**config.mk**
```make
export PLATFORM = sky130hd
export DESIGN_NAME = fpu_issue_ctrl
export DESIGN_NICKNAME = d
export VERILOG_FILES = /design/src/rtl/fpu_pkg.sv /design/src/rtl/fpu_req_fifo.sv /design/src/rtl/fpu_issue_ctrl.sv
export SDC_FILE = /design/constraint.sdc
export NUM_CORES = 1
export LEC_CHECK = 0
export ABC_AREA = 0
export BUFFER_PORTS_ARGS = -buffer_cell sky130_fd_sc_hd__buf_2
export CORE_MARGIN = 10
export CORE_UTILIZATION = 30
export CTS_CLUSTER_DIAMETER = 150
export DETAILED_ROUTE_END_ITERATION = 6
export SYNTH_ARGS = -nofsm -noshare
export SYNTH_HDL_FRONTEND = slang
export SYNTH_SLANG_ARGS = --single-unit
```
**constraint.sdc**
```tcl
create_clock -name clk -period 8.5 [get_ports clk]
set_clock_uncertainty 0.1 [all_clocks]
set_input_delay 0 -clock clk [delete_from_list [all_inputs] [get_ports clk]]
set_output_delay 0 -clock clk [all_outputs]
set_load 0.02 [all_outputs]
```
**src/rtl/fpu_pkg.sv**
```systemverilog
// Shared FPU definitions: opcodes, special operand values, response flag layout,
// the queued request record and the issue controller states.
package fpu_pkg;

   typedef enum logic [2:0] {
      OP_ADD  = 3'd0,
      OP_SUB  = 3'd1,
      OP_MUL  = 3'd2,
      OP_DIV  = 3'd3,
      OP_SQRT = 3'd4,
      OP_CMP  = 3'd5,
      OP_ABS  = 3'd6,
      OP_NEG  = 3'd7
   } fpu_op_e;

   localparam logic [31:0] FP_CANON_NAN = 32'h7FC0_0000;
   localparam logic [31:0] FP_ONE       = 32'h3F80_0000;

   // rsp_flags = {timeout, div0, invalid}
   localparam int FLAG_INVALID = 0;
   localparam int FLAG_DIV0    = 1;
   localparam int FLAG_TIMEOUT = 2;

   typedef struct packed {
      logic [2:0]  op;
      logic [31:0] a;
      logic [31:0] b;
      logic [3:0]  tag;
   } fpu_req_t;

   localparam int REQ_W = $bits(fpu_req_t);

   typedef enum logic [1:0] {
      ST_IDLE  = 2'd0,
      ST_ISSUE = 2'd1,
      ST_WAIT  = 2'd2,
      ST_RESP  = 2'd3
   } issue_state_e;

endpackage

```
**src/rtl/fpu_req_fifo.sv**
```systemverilog
// Request FIFO with wrapping pointers and an occupancy count; the head entry is
// presented combinationally and stays put until popped.
module fpu_req_fifo #(
   parameter int WIDTH = 71,
   parameter int DEPTH = 4
) (
   input  logic                     clk,
   input  logic                     rst,
   input  logic                     push,
   input  logic                     pop,
   input  logic [WIDTH-1:0]         wr_data,
   output logic [WIDTH-1:0]         rd_data,
   output logic                     full,
   output logic                     empty,
   output logic [$clog2(DEPTH):0]   count
);
   localparam int PW = $clog2(DEPTH);
   localparam int CW = PW + 1;

   logic [WIDTH-1:0] mem_q [DEPTH];
   logic [PW-1:0]    wr_ptr_q, wr_ptr_d, rd_ptr_q, rd_ptr_d;
   logic [CW-1:0]    count_q, count_d;
   logic             do_push, do_pop;

   assign full    = (count_q == CW'(DEPTH));
   assign empty   = (count_q == '0);
   assign count   = count_q;
   assign rd_data = mem_q[rd_ptr_q];

   always_comb begin
      do_push  = push && !full;
      do_pop   = pop && !empty;
      wr_ptr_d = wr_ptr_q;
      rd_ptr_d = rd_ptr_q;
      count_d  = count_q;
      if (do_push) wr_ptr_d = wr_ptr_q + PW'(1);
      if (do_pop)  rd_ptr_d = rd_ptr_q + PW'(1);
      case ({do_push, do_pop})
         2'b10:   count_d = count_q + CW'(1);
         2'b01:   count_d = count_q - CW'(1);
         default: count_d = count_q;
      endcase
   end

   always_ff @(posedge clk or posedge rst) begin
      if (rst) begin
         wr_ptr_q <= '0;
         rd_ptr_q <= '0;
         count_q  <= '0;
      end else begin
         wr_ptr_q <= wr_ptr_d;
         rd_ptr_q <= rd_ptr_d;
         count_q  <= count_d;
      end
   end

   // Storage needs no reset: the read side is qualified by empty.
   always_ff @(posedge clk) begin
      if (do_push) mem_q[wr_ptr_q] <= wr_data;
   end

endmodule

```
**src/rtl/fpu_issue_ctrl.sv**
```systemverilog
// FPU issue controller: queues CPU requests, issues them one at a time to the FPU
// and returns result, flags and tag, aborting with a canonical NaN on timeout.
//
// state | meaning
// IDLE  | no operation outstanding, waiting for a queued request and a free FPU
// ISSUE | one-cycle fpu_start pulse for the queue head
// WAIT  | counting cycles until fpu_result_valid or TIMEOUT
// RESP  | response held on rsp_* until rsp_ready
module fpu_issue_ctrl
   import fpu_pkg::*;
#(
   parameter int QDEPTH  = 4,
   parameter int TIMEOUT = 15
) (
   input  logic        clk,
   input  logic        rst,
   input  logic        req_valid,
   output logic        req_ready,
   input  logic [2:0]  req_op,
   input  logic [31:0] req_a,
   input  logic [31:0] req_b,
   input  logic [3:0]  req_tag,
   output logic        fpu_start,
   output logic [2:0]  fpu_op,
   output logic [31:0] fpu_a,
   output logic [31:0] fpu_b,
   input  logic [31:0] fpu_result,
   input  logic        fpu_result_valid,
   input  logic        fpu_busy,
   input  logic        fpu_invalid_op,
   input  logic        fpu_divide_by_zero,
   output logic        rsp_valid,
   input  logic        rsp_ready,
   output logic [31:0] rsp_data,
   output logic [3:0]  rsp_tag,
   output logic [2:0]  rsp_flags
);
   localparam int CW = $clog2(QDEPTH) + 1;

   fpu_req_t      push_req, head;
   logic          fifo_push, fifo_pop, fifo_full, fifo_empty;
   logic [CW-1:0] fifo_count;

   issue_state_e  state_q, state_d;
   logic [7:0]    wait_cnt_q, wait_cnt_d;
   logic          fpu_start_q, fpu_start_d;
   logic          rsp_valid_q, rsp_valid_d;
   logic [31:0]   rsp_data_q, rsp_data_d;
   logic [3:0]    rsp_tag_q, rsp_tag_d;
   logic [2:0]    rsp_flags_q, rsp_flags_d;

   assign push_req  = {req_op, req_a, req_b, req_tag};
   assign req_ready = !fifo_full;
   assign fifo_push = req_valid && req_ready;

   fpu_req_fifo #(
      .WIDTH (REQ_W),
      .DEPTH (QDEPTH)
   ) u_req_fifo (
      .clk     (clk),
      .rst     (rst),
      .push    (fifo_push),
      .pop     (fifo_pop),
      .wr_data (push_req),
      .rd_data (head),
      .full    (fifo_full),
      .empty   (fifo_empty),
      .count   (fifo_count)
   );

   assign fpu_op = fifo_empty ? 3'd0  : head.op;
   assign fpu_a  = fifo_empty ? 32'd0 : head.a;
   assign fpu_b  = fifo_empty ? 32'd0 : head.b;

   always_comb begin
      state_d     = state_q;
      wait_cnt_d  = wait_cnt_q;
      rsp_data_d  = rsp_data_q;
      rsp_tag_d   = rsp_tag_q;
      rsp_flags_d = rsp_flags_q;
      fifo_pop    = 1'b0;
      case (state_q)
         ST_IDLE: begin
            if ((fifo_count != '0) && !fpu_busy) state_d = ST_ISSUE;
         end
         ST_ISSUE: begin
            state_d    = ST_WAIT;
            wait_cnt_d = '0;
         end
         ST_WAIT: begin
            // A result arriving on the timeout cycle still wins.
            if (fpu_result_valid) begin
               rsp_data_d              = fpu_result;
               rsp_flags_d             = '0;
               rsp_flags_d[FLAG_DIV0]  = fpu_divide_by_zero;
               rsp_flags_d[FLAG_INVALID] = fpu_invalid_op;
               rsp_tag_d               = head.tag;
               fifo_pop                = 1'b1;
               state_d                 = ST_RESP;
            end else if (wait_cnt_q == 8'(TIMEOUT - 1)) begin
               rsp_data_d              = FP_CANON_NAN;
               rsp_flags_d             = '0;
               rsp_flags_d[FLAG_TIMEOUT] = 1'b1;
               rsp_tag_d               = head.tag;
               fifo_pop                = 1'b1;
               state_d                 = ST_RESP;
            end else begin
               wait_cnt_d = wait_cnt_q + 8'd1;
            end
         end
         ST_RESP: begin
            if (rsp_ready) state_d = ST_IDLE;
         end
         default: state_d = ST_IDLE;
      endcase
      fpu_start_d = (state_d == ST_ISSUE);
      rsp_valid_d = (state_d == ST_RESP);
   end

   always_ff @(posedge clk or posedge rst) begin
      if (rst) begin
         state_q     <= ST_IDLE;
         wait_cnt_q  <= '0;
         fpu_start_q <= 1'b0;
         rsp_valid_q <= 1'b0;
         rsp_data_q  <= '0;
         rsp_tag_q   <= '0;
         rsp_flags_q <= '0;
      end else begin
         state_q     <= state_d;
         wait_cnt_q  <= wait_cnt_d;
         fpu_start_q <= fpu_start_d;
         rsp_valid_q <= rsp_valid_d;
         rsp_data_q  <= rsp_data_d;
         rsp_tag_q   <= rsp_tag_d;
         rsp_flags_q <= rsp_flags_d;
      end
   end

   assign fpu_start = fpu_start_q;
   assign rsp_valid = rsp_valid_q;
   assign rsp_data  = rsp_data_q;
   assign rsp_tag   = rsp_tag_q;
   assign rsp_flags = rsp_flags_q;

endmodule

```
* Word level (Yosys, flattened, before mapping) *
Memories as Yosys holds them, arrays and structs flattened.
Index checks and enable logic that the tools add are counted.
Widths: inputs -> output; s select.

storage, ports and cells
  bits in registers = 58
  bits in latches = 0
  memory bits (writable) = 284
  ROM bits = 0
  word-level logic and storage cells = 65
  memories = 1

memory list
  name              words  width  rd ports  clocked after Yosys merged registers in  write ports  line                text
  u_req_fifo.mem_q  4      71     1         0                                        1            fpu_req_fifo.sv:20  logic [WIDTH-1:0] mem_q [DEPTH];

cells by class
  $add $sub $neg = 5
  multipliers = 0
  divide/modulo/power cells = 0
  $lt $le $gt $ge = 0
  eq/ne operators = 11
  shifts and indexed selects = 0
  mux-type cells = 23
  bitwise operators = 0
  reductions and logical operators = 15

operator list
  operator             count
  $mux 32              4
  $mux 8               2
  $pmux 8 s2           1
  $mux 3               3
  $add 8x1->8 const B  1
  $eq 2x2->1 const B   4
  $eq 8x4->1 const B   1
  $mux 2               4
  $mux 4               2
  $pmux 2 s4           1
  $eq 2x1->1 const B   3
  $pmux 3 s2           1
  $reduce_bool 2->1    3
  $mux 1               5
  $add 2x1->2 const B  2
  $logic_and 1x1->1    4
  $ne 2x2->1 const B   2
  $add 3x1->3 const B  1
  $eq 3x3->1 const B   1
  $logic_not 1->1      3
  $logic_not 3->1      1
  $reduce_and 3->1     1
  $reduce_bool 3->1    1
  $sub 3x1->3 const B  1
  other kinds (2)      2

* Depth between registers and ports, before layout *
  depth in word-level cells = 7
  gate-level depth with buffers = 11

* Modules after synthesis *
A second synthesis with hierarchy kept.

unflattened totals
  cell total of the unflattened synthesis = 644
  area total of the unflattened synthesis = 13292.7 µm²

modules (own cells, without submodules)
  module          times used  cells an instance  area an instance (µm²)  seq. area each (µm²)
  fpu_req_fifo    1           409                10747.8                 8703.3
  fpu_issue_ctrl  1           235                2544.9                  1276.2

* Worst setup path before layout *
Ideal clock, no wire load.

  path kind = flip-flop to flip-flop
  start = register u_req_fifo.count_q[0], in the netlist u_req_fifo.count[0]
  end = memory u_req_fifo.mem_q[0][0] (enable)
  setup time = 0.437 ns
  data arrival time = 2.447 ns
  required time = 7.963 ns
  setup slack = 5.515 ns
  stages on the path, launching flop included = 4
  buffers on the path = 0
  period minus slack after synthesis = 2.985 ns
  cells stage by stage = dfrtp_1 inv_1 nand3_1 and3_1

on the way
  cells in the longest elaborated chain, start to end = 6

ends and longest elaborated chain
  item                            line                  text
  start, declared                 fpu_req_fifo.sv:22    logic [CW-1:0] count_q, count_d;
  start signal, assigned          fpu_req_fifo.sv:53    count_q <= count_d;
  $eq 3x3->1 *                    fpu_req_fifo.sv:25    assign full = (count_q == CW'(DEPTH));
  $logic_not 1->1 *               fpu_issue_ctrl.sv:53  assign req_ready = !fifo_full;
  via req_ready                   fpu_issue_ctrl.sv:18  output logic req_ready,
  $logic_and 1x1->1               fpu_issue_ctrl.sv:54  assign fifo_push = req_valid && req_ready;
  $logic_and 1x1->1 *             fpu_req_fifo.sv:31    do_push = push && !full;
  $mux 1 *                        fpu_req_fifo.sv:59    if (do_push) mem_q[wr_ptr_q] <= wr_data;
  $mux 1 (not written as such) *  fpu_req_fifo.sv:59
  end, declared                   fpu_req_fifo.sv:20

Mark *: on every way through the listed nets, which the timed path passes. The rest lies on a longest branch.

* Worst setup path in the final report *
  start = register u_req_fifo.rd_ptr_q[0]
  end = output port fpu_b[14]

on the way
  cells in the longest elaborated chain, start to end = 2

ends and longest elaborated chain
  item                    line                  text
  start, declared         fpu_req_fifo.sv:21    logic [PW-1:0] wr_ptr_q, wr_ptr_d, rd_ptr_q, rd_ptr_d;
  start signal, assigned  fpu_req_fifo.sv:52    rd_ptr_q <= rd_ptr_d;
  $mem_v2 4x71            --
  $mux 32                 fpu_issue_ctrl.sv:73  assign fpu_b = fifo_empty ? 32'd0 : head.b;
  end, declared           fpu_issue_ctrl.sv:26  output logic [31:0] fpu_b,

No other way between the ends.

==> flow_summary_export.csv <==
group,metric,value,unit
status,run_status,"finished, final reports clean",
layout,areaGrowthSynthToFinish,31.9,%
clock_tree,cts_buffers,39,
clock_tree,ctsHoldBuffers,119,
synthesis,ys_top_cells_by_count,"284 x edfxtp_1, 71 x mux4_2, 69 x nor2b_1",
pwr,ir_worst_vdd,0.000225,V
synthesis,synth-xor-area-share,0.00402,
setup_path,worstSetupStartpointType,"register",
detailed_routing,routedWlPerCell,18.9,um
setup_path,arrival,3290,ps
synthesis,ys_types,38,
clock_tree,cts_tree,"built",
detailed_routing,drt-vias-per-instance,4.45,
detailed_routing,drt-total-wl,30500,um
pwr,p_leak,6.39,nW
floorplan,die-area,0.0524,mm^2
floorplan,io_pins,220,
synthesis,synth-seq-cells,342,
synthesis,synth_area_leaders,"edfxtp_1 65%, mux4_2 12%, dfrtp_1 11%, nor2b_1 3.3%, a22o_1 1.7%",
clock_tree,cts_buffer_depth,3,
synthesis,synth_adder_area_share,0.00822,
synthesis,synth.cell_area,0.0131,mm^2
grt,grt_pass1_wl,47600,um
synthesis,synth_edf_count,284,
detailed_routing,drt_pass1_iterations,4,
grt,grt_max_degree,59,
setup_path,crit_type,"reg2out",
pwr,power.density,359,mW/mm^2
layout,drive_above_1_share,0.363,
synthesis,synth_ff_type,"edfxtp_1",
synthesis,synth_top_family_by_area,"multiplexers",
synthesis,yosysMostFrequentCell,"edfxtp_1",
synthesis,async_reset_ff_frac,0.170,
timing,setup_ws,5110,ps
setup_path,critPathCaptureType,"output pin",
timing,report.final.slew_viol_count,0,
clock_tree,clkLatencyLatePin,540,ps
timing,fin_setup_tns,0,ps
synthesis,syn_nets,755,
timing,final-setup-viol-count,0,
synthesis,yosys.area.top_type,"edfxtp_1",
place,place_ws,5550,ps
clock_tree,cts_root_buffer,"clkbuf_16",
detailed_routing,ant_nets,0,
grt,grt_pass1_vias,7880,
layout,nets,1110,
floorplan,start_util,0.304,
timing,finalCriticalPeriod,3390,ps
clock_tree,cts_resized,0,
synthesis,seq_area_frac_synth,0.763,
synthesis,synthSimpleGateAreaFrac,0.0513,
timing,finalCritPeriodShare,0.399,
floorplan,die_h,229,um
clock_tree,cts_setup_buffers,0,
place,place_congestion,0.729,
place,place_hpwl,18500,um
run,cap_violations,0,
synthesis,syn_inst,636,
floorplan,core_area,0.0431,mm^2
detailed_routing,drc_errors,0,
detailed_routing,drt_iter0_drc,519,
synthesis,yosys_warnings,0,
floorplan,rows,76,
timing,slew_headroom,0.334,
worst_hold_path,hp-class,"in2reg",
setup_path,cp.required,8400,ps
clock_tree,clock_sinks,342,
synthesis,synth_compound_area_frac,0.0294,
synthesis,yosys.area.top_type_share,0.652,
clock_tree,cts-htree-levels,2,
grt,grt.total_usage,0.115,
timing,rsz0062_at_grt,"false",
floorplan,die_w,229,um
timing,max_freq,0.295,GHz
layout,fill_cells,3874,
grt,grt_overflow,0,
timing,worstMarginPinSlew,998,ps
grt,grt_antenna_before_repair,6,
synthesis,synthMuxAreaShare,0.130,
setup_path,critPathMaxFanout,40,
clock_tree,cts.clk_slew.worst_paths,60,ps
timing,hold_viol,0,
detailed_routing,num_vias,7165,
synthesis,syn_area_per_cell,20.6,um^2
place,port_buffers,219,
==> per-stage QoR <==
| stage | std cells | util | hold WS (ps) | area [um^2] | power (mW) |
|---|---|---|---|---|---|
| floorplan | 636 | - | -29.0 | 13100 | 3.89 |
| global placement | 1416 | 0.345 | 78.1 | 14800 | 4.62 |
| detailed placement | 1416 | 0.345 | 79.3 | 14800 | 4.64 |
| CTS | 1606 | 0.401 | 52.8 | 17300 | 6.33 |
| global route | 1608 | 0.401 | 79.7 | 17300 | 6.55 |
| finish | 1609 | 0.401 | 95.9 | 17300 | 6.20 |
==> routing by layer <==
metal	track usage	up-vias	part of all wire	routed length (um)
li1	-	3260	-	-
met1	0.150	3628	0.45	13700
met2	0.181	227	0.47	14200
met3	0.0360	44	0.066	2020
met4	0.0350	6	0.018	534
met5	0	-	0.0014	42
==> sequential cells by signal, summed over array words and instances, names as in the netlist <==
signal and cells:
fpu_start 1, rsp_data 32, rsp_flags 3, rsp_tag 4
rsp_valid 1, state_q 2, u_req_fifo.count 3, u_req_fifo.mem_q 284
u_req_fifo.rd_ptr_q 2, u_req_fifo.wr_ptr_q 2, wait_cnt_q 8
==> cell usage in the layout, fill, tap and decap left out, types with 3 or more instances in the layout <==
cell type | synthesis | routed
clkinv_1 | 0 | 9
edfxtp_1 | 284 | 284
o21ai_0 | 3 | 3
ha_1 | 7 | 7
mux4_2 | 71 | 71
nor2_1 | 3 | 3
clkbuf_1 | 17 | 5
inv_1 | 8 | 7
mux2i_1 | 4 | 4
clkbuf_16 | 0 | 40
o22a_1 | 9 | 9
nand2_1 | 8 | 8
buf_4 | 1 | 9
clkinvlp_4 | 0 | 3
xor2_1 | 4 | 4
and2_1 | 3 | 3
clkbuf_8 | 0 | 3
mux2_2 | 5 | 5
clkinv_2 | 0 | 7
buf_2 | 11 | 219
a22o_1 | 25 | 25
diode_2 | 0 | 3
dfrtp_1 | 58 | 56
o21a_1 | 3 | 3
and3_4 | 0 | 4
dlygate4sd3_1 | 0 | 119
nand2b_1 | 3 | 3
nor2b_1 | 69 | 69
nand3_1 | 12 | 12
==> final timing paths <==
kind	startpoint	slack [ps]	end	cells after the start
max	u_req_fifo.rd_ptr_q[0]	5110	fpu_b[14]	4
min	req_a[22]	100	u_req_fifo.mem_q[0][58]	2
max reg2reg	wait_cnt_q[7]	5500	rsp_data[25]	5
min reg2reg	wait_cnt_q[7]	380	wait_cnt_q[7]	1
max in group asynchronous	rst	7630	u_req_fifo.rd_ptr_q[0]	4
min in group asynchronous	rst	110	rsp_data[1]	4
==> power by group <==
group          internal (mW)  switching [mW]
clock                  0.920           0.654
combinational          0.914            1.25
sequential              2.25           0.213
total                   4.08            2.12
==> final cells by class <==
type                            instances  area, um^2  area share
Antenna cell                            3        7.51    0.000435
Timing Repair Buffer                  347        2350       0.136
Inverter                                8        30.0     0.00174
Sequential cell                       342        9990       0.579
Tap cell                              585         732      0.0424
Clock buffer                           48        1060      0.0615
Clock inverter                         23         155     0.00899
Multi-Input combinational cell        253        2940       0.170
==> critical path, cell delays in order (launching register included) <==
cell,delay [ps]
dfrtp_4,880
buf_4,800
mux4_2,590
nor2b_1,180
buf_2,220
==> logic make-up after synthesis <==
logic type,after synthesis
adders and majority gates,8
xor gates and xnor gates,6
muxes,80
buffers and inverters,41
and+or+nand+nor,112
AOI/OAI and AO/OA,47
DFF,342
(Power assumes the default switching activity.)
